$ cat src/rtl/instruction_decode_pkg.sv
// Shared decode definitions: opcode map, immediate-extension modes, ID/EX register layout.
// Latency: n/a (types, constants and pure functions only).
// Backpressure: n/a.
package instruction_decode_pkg;

  localparam int DATA_W = 32;
  localparam int REG_N  = 32;
  localparam int ADDR_W = 5;

  localparam logic [5:0] OP_RTYPE = 6'b100000;
  localparam logic [5:0] OP_LI    = 6'b111000;
  localparam logic [5:0] OP_LUI   = 6'b111001;
  localparam logic [5:0] OP_ADDI  = 6'b110000;
  localparam logic [5:0] OP_ANDI  = 6'b110010;
  localparam logic [5:0] OP_ORI   = 6'b110011;
  localparam logic [5:0] OP_B     = 6'b111111;
  localparam logic [5:0] OP_BEQ   = 6'b000000;
  localparam logic [5:0] OP_BNE   = 6'b000001;
  localparam logic [5:0] OP_LB    = 6'b000011;
  localparam logic [5:0] OP_LW    = 6'b001111;
  localparam logic [5:0] OP_SB    = 6'b000111;
  localparam logic [5:0] OP_SW    = 6'b011111;

  // IMM_NONE covers R-type and unknown opcodes: immediate forced to zero.
  typedef enum logic [2:0] {
    IMM_NONE,
    IMM_SEXT,
    IMM_ZERO,
    IMM_LUI,
    IMM_BR
  } imm_mode_e;

  typedef struct packed {
    imm_mode_e mode;
    logic      legal;
  } op_class_t;

  // ID/EX pipeline register; src_a/src_b are kept so stalled operands can be refreshed.
  typedef struct packed {
    logic [DATA_W-1:0] rf_a;
    logic [DATA_W-1:0] rf_b;
    logic [DATA_W-1:0] immed;
    logic [ADDR_W-1:0] rd_addr;
    logic [ADDR_W-1:0] src_a;
    logic [ADDR_W-1:0] src_b;
    logic [5:0]        opcode;
    logic [5:0]        func;
    logic              valid;
    logic              illegal;
  } idex_t;

  function automatic op_class_t classify(input logic [5:0] op);
    op_class_t c;
    c.legal = 1'b1;
    c.mode  = IMM_NONE;
    case (op)
      OP_RTYPE:                                c.mode = IMM_NONE;
      OP_LI, OP_ADDI, OP_LB, OP_LW, OP_SB, OP_SW: c.mode = IMM_SEXT;
      OP_ANDI, OP_ORI:                         c.mode = IMM_ZERO;
      OP_LUI:                                  c.mode = IMM_LUI;
      OP_B, OP_BEQ, OP_BNE:                    c.mode = IMM_BR;
      default: begin
        c.legal = 1'b0;
        c.mode  = IMM_NONE;
      end
    endcase
    return c;
  endfunction

  // Branch offsets are word offsets; the shift drops the top bits (mod 2^32).
  function automatic logic [DATA_W-1:0] extend_imm(input imm_mode_e mode, input logic [15:0] imm);
    logic [DATA_W-1:0] r;
    case (mode)
      IMM_SEXT: r = {{16{imm[15]}}, imm};
      IMM_ZERO: r = {16'h0000, imm};
      IMM_LUI:  r = {imm, 16'h0000};
      IMM_BR:   r = {{14{imm[15]}}, imm, 2'b00};
      default:  r = '0;
    endcase
    return r;
  endfunction

endpackage

$ cat src/rtl/instruction_decode_register_file.sv
// 32x32 register file: two async read ports, one sync write port, R0 reads as zero.
// Latency: reads combinational with write-first bypass; writes land on the next edge.
// Backpressure: none; writes are never blocked by pipeline stall or flush.
module instruction_decode_register_file
  import instruction_decode_pkg::*;
#(
  parameter int RF_DATA_W = DATA_W,
  parameter int RF_REG_N  = REG_N,
  parameter int RF_ADDR_W = ADDR_W
) (
  input  logic                 Clk,
  input  logic                 Reset,
  input  logic                 wr_en,
  input  logic [RF_ADDR_W-1:0] wr_addr,
  input  logic [RF_DATA_W-1:0] wr_dat,
  input  logic [RF_ADDR_W-1:0] rd_a_addr,
  output logic [RF_DATA_W-1:0] rd_a_dat,
  input  logic [RF_ADDR_W-1:0] rd_b_addr,
  output logic [RF_DATA_W-1:0] rd_b_dat
);

  logic [RF_DATA_W-1:0] regs_q [RF_REG_N];
  logic [RF_DATA_W-1:0] regs_d [RF_REG_N];
  logic                 wr_hit;

  assign wr_hit = wr_en && (wr_addr != '0);

  // Next register state: only a non-zero address is ever written.
  always_comb begin
    for (int i = 0; i < RF_REG_N; i++) begin
      regs_d[i] = regs_q[i];
    end
    if (wr_hit) begin
      regs_d[wr_addr] = wr_dat;
    end
  end

  // Storage update; reset clears every entry.
  always_ff @(posedge Clk) begin
    if (Reset) begin
      for (int i = 0; i < RF_REG_N; i++) begin
        regs_q[i] <= '0;
      end
    end else begin
      for (int i = 0; i < RF_REG_N; i++) begin
        regs_q[i] <= regs_d[i];
      end
    end
  end

  // Read ports: R0 is zero, a same-cycle write to the read address is bypassed.
  always_comb begin
    if (rd_a_addr == '0)                    rd_a_dat = '0;
    else if (wr_hit && wr_addr == rd_a_addr) rd_a_dat = wr_dat;
    else                                     rd_a_dat = regs_q[rd_a_addr];

    if (rd_b_addr == '0)                    rd_b_dat = '0;
    else if (wr_hit && wr_addr == rd_b_addr) rd_b_dat = wr_dat;
    else                                     rd_b_dat = regs_q[rd_b_addr];
  end

endmodule

$ cat src/rtl/instruction_decode.sv
// ID stage: decodes Instr, reads two operands, extends the immediate into the ID/EX register.
// Latency: 1 cycle from Instr sampled to outputs.
// Backpressure: Stall holds ID/EX (operands refreshed by write-back), Flush inserts a bubble.
module instruction_decode
  import instruction_decode_pkg::*;
#(
  parameter int P_DATA_W = DATA_W,
  parameter int P_REG_N  = REG_N,
  parameter int P_ADDR_W = ADDR_W
) (
  input  logic                Clk,
  input  logic                Reset,
  input  logic [31:0]         Instr,
  input  logic                In_valid,
  input  logic                Stall,
  input  logic                Flush,
  input  logic                RF_WrEn,
  input  logic [P_ADDR_W-1:0] RF_Awr,
  input  logic [P_DATA_W-1:0] RF_WrData,
  output logic [P_DATA_W-1:0] RF_A,
  output logic [P_DATA_W-1:0] RF_B,
  output logic [P_DATA_W-1:0] Immed,
  output logic [P_ADDR_W-1:0] Rd_addr,
  output logic [5:0]          Opcode,
  output logic [5:0]          Func,
  output logic                Out_valid,
  output logic                Illegal
);

  logic [5:0]          opcode;
  logic [P_ADDR_W-1:0] src_a;
  logic [P_ADDR_W-1:0] src_b;
  logic [P_DATA_W-1:0] rd_a_dat;
  logic [P_DATA_W-1:0] rd_b_dat;
  op_class_t           cls;
  idex_t               dec;
  idex_t               idex_d;
  idex_t               idex_q;
  logic                wr_hit;

  assign opcode = Instr[31:26];
  assign src_a  = Instr[25:21];
  assign src_b  = (opcode == OP_RTYPE) ? Instr[15:11] : Instr[20:16];
  assign wr_hit = RF_WrEn && (RF_Awr != '0);

  instruction_decode_register_file #(
    .RF_DATA_W (P_DATA_W),
    .RF_REG_N  (P_REG_N),
    .RF_ADDR_W (P_ADDR_W)
  ) u_rf (
    .Clk       (Clk),
    .Reset     (Reset),
    .wr_en     (RF_WrEn),
    .wr_addr   (RF_Awr),
    .wr_dat    (RF_WrData),
    .rd_a_addr (src_a),
    .rd_a_dat  (rd_a_dat),
    .rd_b_addr (src_b),
    .rd_b_dat  (rd_b_dat)
  );

  // Decode of the incoming instruction; a bubble decodes to all zeros.
  always_comb begin
    cls = classify(opcode);
    dec = '0;
    if (In_valid) begin
      dec.rf_a    = rd_a_dat;
      dec.rf_b    = rd_b_dat;
      dec.immed   = extend_imm(cls.mode, Instr[15:0]);
      dec.rd_addr = Instr[20:16];
      dec.src_a   = src_a;
      dec.src_b   = src_b;
      dec.opcode  = opcode;
      dec.func    = Instr[5:0];
      dec.valid   = 1'b1;
      dec.illegal = !cls.legal;
    end
  end

  // Next ID/EX contents: Flush beats Stall beats load; held operands track write-back.
  always_comb begin
    idex_d = idex_q;
    if (Flush) begin
      idex_d = '0;
    end else if (Stall) begin
      if (wr_hit && RF_Awr == idex_q.src_a) idex_d.rf_a = RF_WrData;
      if (wr_hit && RF_Awr == idex_q.src_b) idex_d.rf_b = RF_WrData;
    end else begin
      idex_d = dec;
    end
  end

  // ID/EX register; reset overrides every other control.
  always_ff @(posedge Clk) begin
    if (Reset) idex_q <= '0;
    else       idex_q <= idex_d;
  end

  assign RF_A      = idex_q.rf_a;
  assign RF_B      = idex_q.rf_b;
  assign Immed     = idex_q.immed;
  assign Rd_addr   = idex_q.rd_addr;
  assign Opcode    = idex_q.opcode;
  assign Func      = idex_q.func;
  assign Out_valid = idex_q.valid;
  assign Illegal   = idex_q.illegal;

endmodule
$ cat config.mk
export PLATFORM = sky130hd
export DESIGN_NAME = instruction_decode
export DESIGN_NICKNAME = d
export VERILOG_FILES = /design/src/rtl/instruction_decode_pkg.sv /design/src/rtl/instruction_decode_register_file.sv /design/src/rtl/instruction_decode.sv
export SDC_FILE = /design/constraint.sdc
export NUM_CORES = 2
export LEC_CHECK = 0
export CORE_MARGIN = 1.5
export CORE_UTILIZATION = 40
export DETAILED_ROUTE_END_ITERATION = 16
export MAX_ROUTING_LAYER = met4
export PLACE_DENSITY = 0.64
export SYNTH_ARGS = -nofsm -noshare
export SYNTH_HDL_FRONTEND = slang
export SYNTH_SLANG_ARGS = --single-unit
$ cat constraint.sdc
create_clock -name Clk -period 8 [get_ports Clk]
set_input_delay 2.4 -clock Clk [delete_from_list [all_inputs] [get_ports Clk]]
set_output_delay 2.4 -clock Clk [all_outputs]
set_load 0.005 [all_outputs]
==> metrics.cfg <==
[outcome]
outcome = complete, no violations

[power]
peakVddDrop_v = 0.000193
power_density_mw_per_mm2 = 202
p_int_mw = 9.92
p_seq_share_pct = 42.9
total_power_mw = 13.6
p_switching_mw = 3.65
p_leak_nw = 21.6
clockPowerShare_pct = 46.7
switching_share_pct = 26.9
p_comb_share_pct = 10.3

[grt]
use_met2_pct = 48.3
top_usage_layer = met2
grt_pass1_vias = 55600
grt.total_usage_pct = 33.4
grt_pass1_wl_mm = 371
grt_max_degree = 218
antenna_found_initial = 12
met3_usage_pct = 10.2
grt.overflow.total = 0
gr-usage-met1_pct = 41.6

[route]
wl_per_cell_um = 27.5
drc_errors = 0
first_iter_violations = 9755
drt_wl_total_mm = 256
ant_nets = 0
first_pass_iters = 8
vias = 60200
via_per_inst = 6.47

[worst_setup_path]
r2r-start = u_rf.regs_q[6][12]
end_kind = register
r2r_slack_ns = 5.29
crit_path_max_fanout = 38
r2r_end = RF_A[12]
startpoint_type = primary input
worstPathArrival_ns = 6.64
worstPathRequired_ns = 8.65
path_class = primary input to register
r2r_cells = 6

[layout]
nNetsFinal = 7334
final_common_cell = nand2_1
fin_util_pct = 45.3
drive_gt1_share_pct = 12.2
final_cell_mix = nand2_1 (2333), a21oi_1 (1164), dfxtp_1 (1149)
syn_to_final_growth_pct = 12.0

[clock_network]
cts_tree = built
cts_buffer_depth = 3
h-tree-depth = 4
worstSkewPairLatency_ns = 0.80
cts_resized = 0
post-cts-setup-buffers = 0
cts_buffers = 132
hold_buffers = 0
cts_root_buf = clkbuf_16
cts.sinks = 1149
path_clk_slew_ns = 0.06

[timing]
hold_viol_final = 0
setup_viol = 0
setup_slack_ns = 2.00
fmax_ghz = 0.167
whs_ns = 0.464
relSlewSlack_pct = 6.28
fin_crit_sh_pct = 75.0
rsz0062_at_grt = no
worst_pin_slew_ns = 1.41
clock_skew_ns = 0.0340
final.setup.tns_ns = 0
period_minus_slack_ns = 6.00
drv_slew = 0

[synthesis]
yosys_warnings = 0
synth_edf_count = 0
syn-num-nets = 7759
syn_area_mm2 = 0.0599
syn_avg_cell_area_um2 = 7.79
yosys-mux-area-fraction_pct = 12.2
ys.flop_type = dfxtp_1
synth_top_family_by_area = simple AND/OR/NAND/NOR gates
synthCells = 7684
ys_ff_latch = 1149
synth-simple-area-share_pct = 21.7
synth_xor_area_share_pct = 0.249
synth_fa_ha_area_share_pct = 0
ys_seq_area_share_pct = 38.4
synth_compound_gate_area_share_pct = 20.6
yosysUniqueCellTypes = 67
async_flop_share_pct = 0

[placement]
port_buffers = 189
dp_slack_ns = 1.41
dp_hpwl_mm = 150
gp_congestion = 0.986

[floorplan]
dieArea_mm2 = 0.152
num_rows = 141
initial_utilization_pct = 40.4
fp.dieH_um = 390
die_w_um = 390
pin_count = 190
core_mm2 = 0.148

[min_path]
whs_path_depth = 2
hp-start = u_rf.regs_q[10][3]
holdPathEnd = u_rf.regs_q[10][3]
hp-class = register to register

[job]
drv_cap = 0

cell type report:
type                    count  area [um^2]
well taps                1930         2410
repair buffers            388         3710
multi-input cells        5582        33400
diodes                     11         27.5
clock inverters            38          443
fillers                 14300        81100
flip-flops and latches   1149        23000
clock buffers             202         4080
inverters                   6         22.5
critical path, cell delays in order:
cell and delay (ns):
clkdlybuf4s50_1 0.64, or4b_1 0.94, o21ai_4 0.55, nand2_4 0.39, buf_12 0.32, o31ai_4 0.25, buf_4 0.58, a31oi_1 0.17
o21ai_1 0.26, a21oi_1 0.08
Yosys cell counts, types with 79 or more instances:
cell,n,share of area [%]
nand2_1,2359,15
buf_4,114,1.4
a31oi_1,79,0.83
a21oi_1,1166,9.7
o21ai_0,220,1.8
mux4_2,264,9.9
nand3_1,212,1.8
and3_1,224,2.3
dfxtp_1,1149,38
nor2_1,81,0.51
a211oi_1,299,3.7
clkbuf_1,704,4.4
o22ai_1,83,0.87
mux2_2,105,2.0
cell families (layout without fill, tap and decap cells):
family / Yosys count / after routing
buf+inv: 953 / 634
simple gates: 3076 / 3076
other cells: 0 / 11
compound gates: 2102 / 2102
flops: 1149 / 1149
mux: 387 / 387
xor+xnor: 17 / 17
layer usage:
metal,up-vias,routed length [um]
met5,-,0
met4,0,15300
met3,1025,35100
met2,4360,109000
met1,28800,96000
li1,26000,-
stage by stage:
stage | cells | cell area (um^2)
floorplan | 7684 | 59900
global placement | 9055 | 62500
detailed placement | 9055 | 62500
CTS | 9295 | 67000
global route | 9303 | 67100
finish | 9306 | 67100
power groups by stage:
stage	Clock, mW	Combinational, mW	Sequential (mW)
global placement	0	1.32	5.95
floorplan	0	0.793	5.92
finish	6.34	1.40	5.83
global route	6.60	1.43	5.83
detailed placement	0	1.33	5.95
CTS	6.36	1.33	5.82
sequential cells by signal (all words and copies together), names as in the netlist:
name and flops:
Rd_addr 5, idex_q 10, RF_B 32, Illegal 1, RF_A 32, Opcode 6
u_rf.regs_q 1024, Out_valid 1, Func 6, Immed 32
how the worst max path moves through the flow:
stage	cells past startpoint	to	slack, ns	startpoint
final	10	RF_B[9]	2.00	Instr[27]
after global routing	10	RF_B[23]	1.93	Instr[27]
after CTS	10	RF_B[9]	2.21	Instr[27]
after detailed placement	10	RF_B[9]	1.41	Instr[27]
after global placement	10	RF_B[23]	1.46	Instr[27]
after floorplan	10	RF_B[22]	3.23	Instr[26]
Power figures use the tool's default switching activity.
